===== src/rtl/sram_arb_pkg.sv =====
// Shared types and constants for the 256x36 single-port SRAM arbiter.
// Related build option: SRAM_ARB_ZERO_INIT_EN (zero-fill sweep after reset).
package sram_arb_pkg;

  localparam int ADDR_W = 8;
  localparam int DATA_W = 36;

  // Which requester owns the SRAM port this cycle.
  typedef enum logic [1:0] {
    GNT_NONE  = 2'd0,
    GNT_WRITE = 2'd1,
    GNT_READ  = 2'd2
  } grant_e;

  // Zero-fill sequencer state (only used when SRAM_ARB_ZERO_INIT_EN is defined).
  typedef enum logic {
    INIT = 1'b0,
    RUN  = 1'b1
  } init_state_e;

endpackage : sram_arb_pkg


===== src/rtl/sram_arb_resp_fifo.sv =====
// Small response FIFO for SRAM read data.
// Valid/ready on both sides, asynchronous active-low reset, fall-through head.
// The occupancy count is exported so the arbiter can budget read credits.
module sram_arb_resp_fifo
  import sram_arb_pkg::*;
#(
  parameter int DEPTH = 2,
  parameter int WIDTH = sram_arb_pkg::DATA_W,
  parameter int PTR_W = (DEPTH > 1) ? $clog2(DEPTH) : 1,
  parameter int CNT_W = $clog2(DEPTH + 1)
) (
  input  logic             clk_i,
  input  logic             rst_ni,
  input  logic             push_valid_i,
  output logic             push_ready_o,
  input  logic [WIDTH-1:0] push_data_i,
  output logic             pop_valid_o,
  input  logic             pop_ready_i,
  output logic [WIDTH-1:0] pop_data_o,
  output logic [CNT_W-1:0] count_o
);

  logic [WIDTH-1:0] mem_q [DEPTH];
  logic [PTR_W-1:0] wr_ptr_q;
  logic [PTR_W-1:0] rd_ptr_q;
  logic [CNT_W-1:0] count_q;
  logic             push_fire;
  logic             pop_fire;

  // Pointers wrap explicitly so non-power-of-two depths also work.
  function automatic logic [PTR_W-1:0] ptr_inc(input logic [PTR_W-1:0] p);
    return (p == PTR_W'(DEPTH - 1)) ? '0 : p + PTR_W'(1);
  endfunction

  // A full FIFO can still take a push when the head leaves in the same cycle.
  assign push_ready_o = (count_q != CNT_W'(DEPTH)) | pop_ready_i;
  assign pop_valid_o  = (count_q != '0);
  assign push_fire    = push_valid_i & push_ready_o;
  assign pop_fire     = pop_valid_o & pop_ready_i;
  assign pop_data_o   = mem_q[rd_ptr_q];
  assign count_o      = count_q;

  // Storage: written only on an accepted push; the head slot is never
  // overwritten while it is still waiting, so pop_data_o stays stable.
  always_ff @(posedge clk_i) begin
    if (push_fire) begin
      mem_q[wr_ptr_q] <= push_data_i;
    end
  end

  // Pointer and occupancy bookkeeping; reset empties the FIFO.
  always_ff @(posedge clk_i or negedge rst_ni) begin
    if (!rst_ni) begin
      wr_ptr_q <= '0;
      rd_ptr_q <= '0;
      count_q  <= '0;
    end else begin
      if (push_fire) begin
        wr_ptr_q <= ptr_inc(wr_ptr_q);
      end
      if (pop_fire) begin
        rd_ptr_q <= ptr_inc(rd_ptr_q);
      end
      if (push_fire && !pop_fire) begin
        count_q <= count_q + CNT_W'(1);
      end else if (!push_fire && pop_fire) begin
        count_q <= count_q - CNT_W'(1);
      end
    end
  end

endmodule : sram_arb_resp_fifo


===== src/rtl/sram_1rw_arbiter_256x36.sv =====
// Round-robin arbiter/controller for one external 256x36 1RW SRAM macro.
// A write requester and a read requester share the single port; read data
// (one cycle after the enable) lands in a small response FIFO, and reads are
// only granted while FIFO occupancy plus the in-flight read leaves room.
// Build option SRAM_ARB_ZERO_INIT_EN: after reset, sweep zeros into all
// 256 words before accepting any request.
module sram_1rw_arbiter_256x36
  import sram_arb_pkg::*;
#(
  parameter int ADDR_W     = sram_arb_pkg::ADDR_W,
  parameter int DATA_W     = sram_arb_pkg::DATA_W,
  parameter int RESP_DEPTH = 2
) (
  input  logic              clock,
  input  logic              reset,       // asynchronous, active-low
  input  logic              w_valid,
  output logic              w_ready,
  input  logic [ADDR_W-1:0] w_addr,
  input  logic [DATA_W-1:0] w_data,
  input  logic              r_valid,
  output logic              r_ready,
  input  logic [ADDR_W-1:0] r_addr,
  output logic              resp_valid,
  input  logic              resp_ready,
  output logic [DATA_W-1:0] resp_data,
  output logic              init_done,
  output logic [ADDR_W-1:0] mem_addr,
  output logic              mem_en,
  output logic              mem_wmode,
  output logic [DATA_W-1:0] mem_wdata,
  input  logic [DATA_W-1:0] mem_rdata
);

  localparam int CNT_W = $clog2(RESP_DEPTH + 1);

  // While reset is held the handshakes and the SRAM enable must read as 0,
  // even though grants are otherwise combinational on the request valids.
  logic live;
  assign live = reset;

  logic              init_ok;      // requests may be served
  logic              init_active;  // zero-fill sweep owns the SRAM port
  logic [ADDR_W-1:0] init_addr;

`ifdef SRAM_ARB_ZERO_INIT_EN
  init_state_e       state_q;
  init_state_e       state_d;
  logic [ADDR_W-1:0] init_cnt_q;
  logic [ADDR_W-1:0] init_cnt_d;

  // Sweep state register; reset restarts the fill at address 0.
  always_ff @(posedge clock or negedge reset) begin
    if (!reset) begin
      state_q    <= INIT;
      init_cnt_q <= '0;
    end else begin
      state_q    <= state_d;
      init_cnt_q <= init_cnt_d;
    end
  end

  // Next-state: one word per cycle, leave INIT once the last address is written.
  always_comb begin
    state_d    = state_q;
    init_cnt_d = init_cnt_q;
    if (state_q == INIT) begin
      init_cnt_d = init_cnt_q + ADDR_W'(1);
      if (init_cnt_q == '1) begin
        state_d = RUN;
      end
    end
  end

  assign init_ok     = (state_q == RUN);
  assign init_active = live & (state_q == INIT);
  assign init_addr   = init_cnt_q;
`else
  assign init_ok     = 1'b1;
  assign init_active = 1'b0;
  assign init_addr   = '0;
`endif

  assign init_done = init_ok;

  // ---------------------------------------------------------------------
  // Arbitration
  // ---------------------------------------------------------------------
  logic [CNT_W-1:0] fifo_count;
  logic             fifo_push_ready;
  logic             inflight_q;
  logic             rr_read_q;     // 1: read side wins the next tie
  logic             credit_ok;
  logic             read_elig;
  logic             write_elig;
  grant_e           grant;

  // Every read accepted now must have a FIFO slot waiting for it later.
  assign credit_ok  = (int'(fifo_count) + int'(inflight_q)) < RESP_DEPTH;
  assign read_elig  = live & init_ok & r_valid & credit_ok;
  assign write_elig = live & init_ok & w_valid;

  // Single grant per cycle; ties resolved by the round-robin pointer.
  always_comb begin
    grant = GNT_NONE;
    if (read_elig && write_elig) begin
      grant = rr_read_q ? GNT_READ : GNT_WRITE;
    end else if (read_elig) begin
      grant = GNT_READ;
    end else if (write_elig) begin
      grant = GNT_WRITE;
    end
  end

  assign w_ready = (grant == GNT_WRITE);
  assign r_ready = (grant == GNT_READ);

  // ---------------------------------------------------------------------
  // SRAM port drive
  // ---------------------------------------------------------------------
  logic [ADDR_W-1:0] mem_addr_q;
  logic [ADDR_W-1:0] mem_addr_d;
  logic              mem_wmode_q;
  logic              mem_wmode_d;
  logic [DATA_W-1:0] mem_wdata_q;
  logic [DATA_W-1:0] mem_wdata_d;
  logic              mem_en_d;

  // Idle cycles keep the last address/mode/data so the macro pins do not toggle.
  always_comb begin
    mem_en_d    = 1'b0;
    mem_addr_d  = mem_addr_q;
    mem_wmode_d = mem_wmode_q;
    mem_wdata_d = mem_wdata_q;
    if (init_active) begin
      mem_en_d    = 1'b1;
      mem_wmode_d = 1'b1;
      mem_addr_d  = init_addr;
      mem_wdata_d = '0;
    end else begin
      case (grant)
        GNT_WRITE: begin
          mem_en_d    = 1'b1;
          mem_wmode_d = 1'b1;
          mem_addr_d  = w_addr;
          mem_wdata_d = w_data;
        end
        GNT_READ: begin
          mem_en_d    = 1'b1;
          mem_wmode_d = 1'b0;
          mem_addr_d  = r_addr;
        end
        default: begin
        end
      endcase
    end
  end

  assign mem_en    = mem_en_d;
  assign mem_addr  = mem_addr_d;
  assign mem_wmode = mem_wmode_d;
  assign mem_wdata = mem_wdata_d;

  // Round-robin pointer, in-flight read flag and held SRAM pin values.
  always_ff @(posedge clock or negedge reset) begin
    if (!reset) begin
      rr_read_q   <= 1'b1;
      inflight_q  <= 1'b0;
      mem_addr_q  <= '0;
      mem_wmode_q <= 1'b0;
      mem_wdata_q <= '0;
    end else begin
      if (grant == GNT_READ) begin
        rr_read_q <= 1'b0;
      end else if (grant == GNT_WRITE) begin
        rr_read_q <= 1'b1;
      end
      inflight_q  <= (grant == GNT_READ);
      mem_addr_q  <= mem_addr_d;
      mem_wmode_q <= mem_wmode_d;
      mem_wdata_q <= mem_wdata_d;
    end
  end

  // ---------------------------------------------------------------------
  // Response buffering
  // ---------------------------------------------------------------------
  // mem_rdata only means something the cycle after a read enable, so the
  // push is qualified by inflight_q. The credit rule keeps push_ready high
  // whenever inflight_q is set; qualifying with it just keeps the FIFO safe.
  logic fifo_push;
  assign fifo_push = inflight_q & fifo_push_ready;

  sram_arb_resp_fifo #(
    .DEPTH (RESP_DEPTH),
    .WIDTH (DATA_W),
    .CNT_W (CNT_W)
  ) u_resp_fifo (
    .clk_i        (clock),
    .rst_ni       (reset),
    .push_valid_i (fifo_push),
    .push_ready_o (fifo_push_ready),
    .push_data_i  (mem_rdata),
    .pop_valid_o  (resp_valid),
    .pop_ready_i  (resp_ready),
    .pop_data_o   (resp_data),
    .count_o      (fifo_count)
  );

endmodule : sram_1rw_arbiter_256x36

===== config.mk =====
export PLATFORM = sky130hd
export DESIGN_NAME = sram_1rw_arbiter_256x36
export DESIGN_NICKNAME = d
export VERILOG_FILES = /design/src/rtl/sram_arb_pkg.sv /design/src/rtl/sram_arb_resp_fifo.sv /design/src/rtl/sram_1rw_arbiter_256x36.sv
export SDC_FILE = /design/constraint.sdc
export NUM_CORES = 1
export LEC_CHECK = 0
export ABC_AREA = 1
export CAP_MARGIN = 40
export CORE_MARGIN = 8
export CORE_UTILIZATION = 35
export CTS_CLUSTER_DIAMETER = 40
export DETAILED_ROUTE_END_ITERATION = 8
export PLACE_DENSITY = 0.75
export SLEW_MARGIN = 20
export SYNTH_ARGS = -nofsm -noshare
export SYNTH_HDL_FRONTEND = slang
export SYNTH_SLANG_ARGS = --single-unit

===== constraint.sdc =====
create_clock -name clock -period 2.8 [get_ports clock]
set_input_delay 0.28 -clock clock [delete_from_list [all_inputs] [get_ports clock]]
set_output_delay 0.28 -clock clock [all_outputs]
set_load 0.02 [all_outputs]

==> impl_metrics.prom <==
# TYPE chip_impl_metric gauge
chip_impl_metric{name="sequential_cell_area",unit="µm²"} 3440
chip_impl_metric{name="setup_violations",unit=""} 0
chip_impl_metric{name="final-instance-count-excl-fill",unit=""} 804
chip_impl_metric{name="detailed_place_hpwl",unit="µm"} 9090
chip_impl_metric{name="clkLatencyLatePin",unit="ns"} 0.41
chip_impl_metric{name="detail-route-antenna-nets",unit=""} 0
chip_impl_metric{name="first_global_vias",unit=""} 4034
chip_impl_info{name="clk_root_buffer_cell",value="clkbuf_16"} 1
chip_impl_metric{name="number_of_sinks_driven_by_the_clock_tree",unit=""} 123
chip_impl_metric{name="swShare",unit="%"} 32.6
chip_impl_info{name="setup.worst_path.class",value="in2out"} 1
chip_impl_metric{name="crit_path_max_fanout",unit=""} 27
chip_impl_info{name="critical_path.most_common_cell",value="clkdlybuf4s50_1"} 1
chip_impl_metric{name="totalNegativeSetupSlack",unit="ns"} 0
chip_impl_info{name="grt_setup_unrepaired",value="no"} 1
chip_impl_info{name="startpoint_type",value="input port"} 1
chip_impl_info{name="worst_hold_path_type",value="in2async"} 1
chip_impl_metric{name="fp.dieW",unit="µm"} 133
chip_impl_metric{name="worst_ep_arrival_time",unit="ns"} 2.36
chip_impl_metric{name="final_hold_viol_count",unit=""} 0
chip_impl_metric{name="postLayoutCoreUtil",unit="%"} 55.2
chip_impl_metric{name="initial_utilization",unit="%"} 36.0
chip_impl_metric{name="post_synthesis_net_count",unit=""} 525
chip_impl_metric{name="place_inst",unit=""} 773
chip_impl_info{name="worst_setup_path_end_kind",value="primary output"} 1
chip_impl_metric{name="antenna_found_initial",unit=""} 0
chip_impl_metric{name="post_cts.repair.setup_buffers",unit=""} 0
chip_impl_metric{name="multiInputGateArea",unit="µm²"} 1210
chip_impl_metric{name="period_needed",unit="ns"} 2.64
chip_impl_metric{name="post_synth_num_cell_types",unit=""} 24
chip_impl_info{name="status",value="complete, no violations"} 1
chip_impl_metric{name="fp.dieArea",unit="µm²"} 17700
chip_impl_metric{name="ant_cells",unit=""} 0
chip_impl_metric{name="drcViolationCount",unit=""} 0
chip_impl_metric{name="global_routing_usage_summed_across_all_routing_layers",unit="%"} 14.8
chip_impl_metric{name="clock_tree.buffer_depth",unit=""} 2
chip_impl_metric{name="synth_sequential_area_ratio",unit="%"} 71.9
chip_impl_metric{name="finClkSkew",unit="ns"} 0.00981
chip_impl_metric{name="grt_remaining_overflow",unit=""} 0
chip_impl_metric{name="wire_per_inst",unit="µm"} 16.0
chip_impl_info{name="cpMaxStageDelayCell",value="clkdlybuf4s50_1"} 1
chip_impl_metric{name="timing.slew.headroom",unit="%"} 56.8
chip_impl_metric{name="synth_warn",unit=""} 0
chip_impl_info{name="sequence_of_cells_on_the_critical_path",value="clkdlybuf4s50_1 -> nand2_2 -> inv_2 -> buf_12 -> nand3_1 -> nand2_1 -> clkdlybuf4s50_1"} 1
chip_impl_metric{name="share_comb_of_total_power",unit="%"} 36.0
chip_impl_info{name="cp_top_family",value="buffers and inverters"} 1
chip_impl_metric{name="floorplan.core_area",unit="µm²"} 13300
chip_impl_metric{name="p_leak",unit="nW"} 3.12
chip_impl_metric{name="flow.area_growth_from_synthesis",unit="%"} 53.4
chip_impl_metric{name="vias",unit=""} 3765
chip_impl_metric{name="finalWeightedCongestion",unit=""} 0.794
chip_impl_metric{name="cp_slowest_stage_delay",unit="ns"} 0.63
chip_impl_metric{name="pwr-share-clk",unit="%"} 30.0
chip_impl_metric{name="power_dissipated_by_switching_net_loads",unit="mW"} 2.28
chip_impl_info{name="tritoncts",value="yes"} 1
chip_impl_metric{name="floorplan.die.height",unit="µm"} 133
chip_impl_metric{name="synthesis.area",unit="µm²"} 4780
chip_impl_metric{name="cp.required",unit="ns"} 2.52
chip_impl_metric{name="max_freq",unit="GHz"} 0.379
chip_impl_metric{name="maximum_number_of_pins_on_one_net_before_global_route_repair",unit=""} 46
chip_impl_metric{name="grt_first_pass_wirelength",unit="µm"} 20600
chip_impl_metric{name="detail_route.vias_per_cell",unit=""} 4.68
chip_impl_metric{name="tritoncts.num_buffers",unit=""} 17
chip_impl_metric{name="ir_drop",unit="mV"} 0.394
chip_impl_metric{name="finalWirelength",unit="µm"} 12800
chip_impl_metric{name="final_min_period_over_clock_period",unit="%"} 94.2
chip_impl_metric{name="std_cell_rows",unit=""} 42
chip_impl_metric{name="intPower",unit="mW"} 4.72
chip_impl_metric{name="p_seq_share",unit="%"} 34.0
chip_impl_metric{name="synth.ff_latch_count",unit=""} 123
chip_impl_metric{name="final_layout_size_suffix_gt1_share",unit="%"} 6.85
chip_impl_metric{name="pin_count",unit=""} 179
chip_impl_metric{name="report.final.slew_viol_count",unit=""} 0
chip_impl_metric{name="buffer_ports.inserted",unit=""} 177
chip_impl_metric{name="ctsHtreeMaxLevel",unit=""} 4
chip_impl_metric{name="avg_inst_size_synth",unit="µm²"} 11.1
chip_impl_metric{name="drt_first_pass_iters",unit=""} 4
chip_impl_metric{name="finish.net_count",unit=""} 711
chip_impl_metric{name="synthCells",unit=""} 431
chip_impl_metric{name="drtIter0Drc",unit=""} 195
chip_impl_metric{name="drv_cap",unit=""} 0
chip_impl_metric{name="worst_slew_pin_slew",unit="ns"} 0.647
chip_impl_metric{name="cp.buffers_inverters",unit=""} 4
chip_impl_metric{name="final.fill_count",unit=""} 1108
chip_impl_metric{name="cts.clk_slew.worst_paths",unit="ns"} 0.05
chip_impl_metric{name="totalPowerFinal",unit="mW"} 7.00
chip_impl_metric{name="p_per_area",unit="nW/µm²"} 954
==> power groups by stage <==
stage | Sequential (mW) | Clock [mW] | Combinational, mW
6_report | 2.38 | 2.10 | 2.52
3_5_place_dp | 2.42 | 0 | 2.54
2_1_floorplan | 2.39 | 0 | 1.31
4_1_cts | 2.39 | 2.16 | 2.55
3_3_place_gp | 2.40 | 0 | 2.50
5_1_grt | 2.41 | 2.24 | 2.73
==> logic make-up (layout without fill, tap and decap cells) <==
logic type,after synthesis,after routing,synth area share [%]
AND/OR/NAND/NOR,272,272,24.0
flip-flops,123,123,71.9
buffers and inverters,29,226,3.06
XOR/XNOR,3,3,0.549
AO/OA/AOI/OAI,2,2,0.209
adder cells (fa/ha/maj),1,1,0.261
other,1,1,0.0784
==> stage by stage <==
stage                     setup slack [ns]  cell area, µm²  hold slack, ns
after detailed placement             0.127            6760           0.188
after global placement               0.171            6760           0.185
after global routing               0.00964            7340           0.180
final                                0.161            7340           0.114
after floorplan                      0.121            4780         -0.0156
after CTS                           0.0419            7330           0.152
==> layout make-up <==
cell class                      count  share of cell area (%)
Clock inverter                      9                    1.69
Timing Repair Buffer              186                    25.4
Clock buffer                       21                    6.00
Inverter                           10                   0.512
Sequential cell                   123                    46.9
Tap cell                          176                    3.00
Multi-Input combinational cell    279                    16.6
==> cell usage after synthesis (all sizes together) <==
library cell	n	area, µm²
buf	17	101
clkbuf	2	7.51
conb	1	3.75
dfrtp	50	1250
dfstp	1	26.3
edfxtp	72	2160
ha	1	12.5
inv	10	37.5
nand2	195	742
nand3	70	368
nor2	7	36.3
o21ai	2	10.0
xnor2	1	8.76
xor2	2	17.5
==> worst paths after layout <==
path	endpoint	depth (start not counted)	slack [ns]	start
max reg2reg	u_resp_fifo.mem_q[1][16]	6	1.12	u_resp_fifo.count_o[1]
max in group asynchronous	u_resp_fifo.rd_ptr_q	2	2.11	reset
min	mem_wdata_q[30]	2	0.11	reset
min in group clock	rr_read_q	4	0.43	reset
max	mem_wdata[0]	7	0.16	w_valid
min reg2reg	mem_wdata_q[6]	2	0.47	mem_wdata_q[6]
==> what timing repair did <==
item | CTS | global route
resized for setup | 0 | 1
hold endpoints to repair | 6 | 0
setup endpoints to repair | 0 | 36
hold buffers | 1 | 0
==> per-layer routing <==
layer,wire (µm),global-route usage (%),part of all wire [%],vias to the layer above
li1,-,-,-,1808
met1,5560,17.4,43,1757
met2,5560,21.9,43,182
met3,1470,8.14,11,18
met4,233,6.62,1.8,0
met5,0,0,0,-
==> worst reg2reg max path, delay by kind of cell, from the launching register on <==
| family | cells | cell delay (ns) |
|---|---|---|
| compound gates | 1 | 0.09 |
| buf+inv | 3 | 0.63 |
| flops | 1 | 0.41 |
| simple gates | 2 | 0.17 |
==> sequential cells by signal (all words and copies together), names as in the netlist <==
signal	cells
mem_wmode_q	1
rr_read_q	1
u_resp_fifo.rd_ptr_q	1
u_resp_fifo.count_o	2
mem_addr_q	8
mem_wdata_q	36
u_resp_fifo.wr_ptr_q	1
inflight_q	1
u_resp_fifo.mem_q	72
==> placed cells by master, fill, tap and decap left out, types with 3 or more instances in the layout <==
master           netlist  layout
nand2_1              193     193
clkdlybuf4s50_1        0     176
bufinv_16              0       3
clkbuf_1               2       4
inv_1                  8       8
buf_4                  1       6
edfxtp_1              72      72
dfrtp_1               50      50
nor2_1                 5       4
clkbuf_16              0      17
nand3_1               68      68
(Power assumes the default switching activity.)
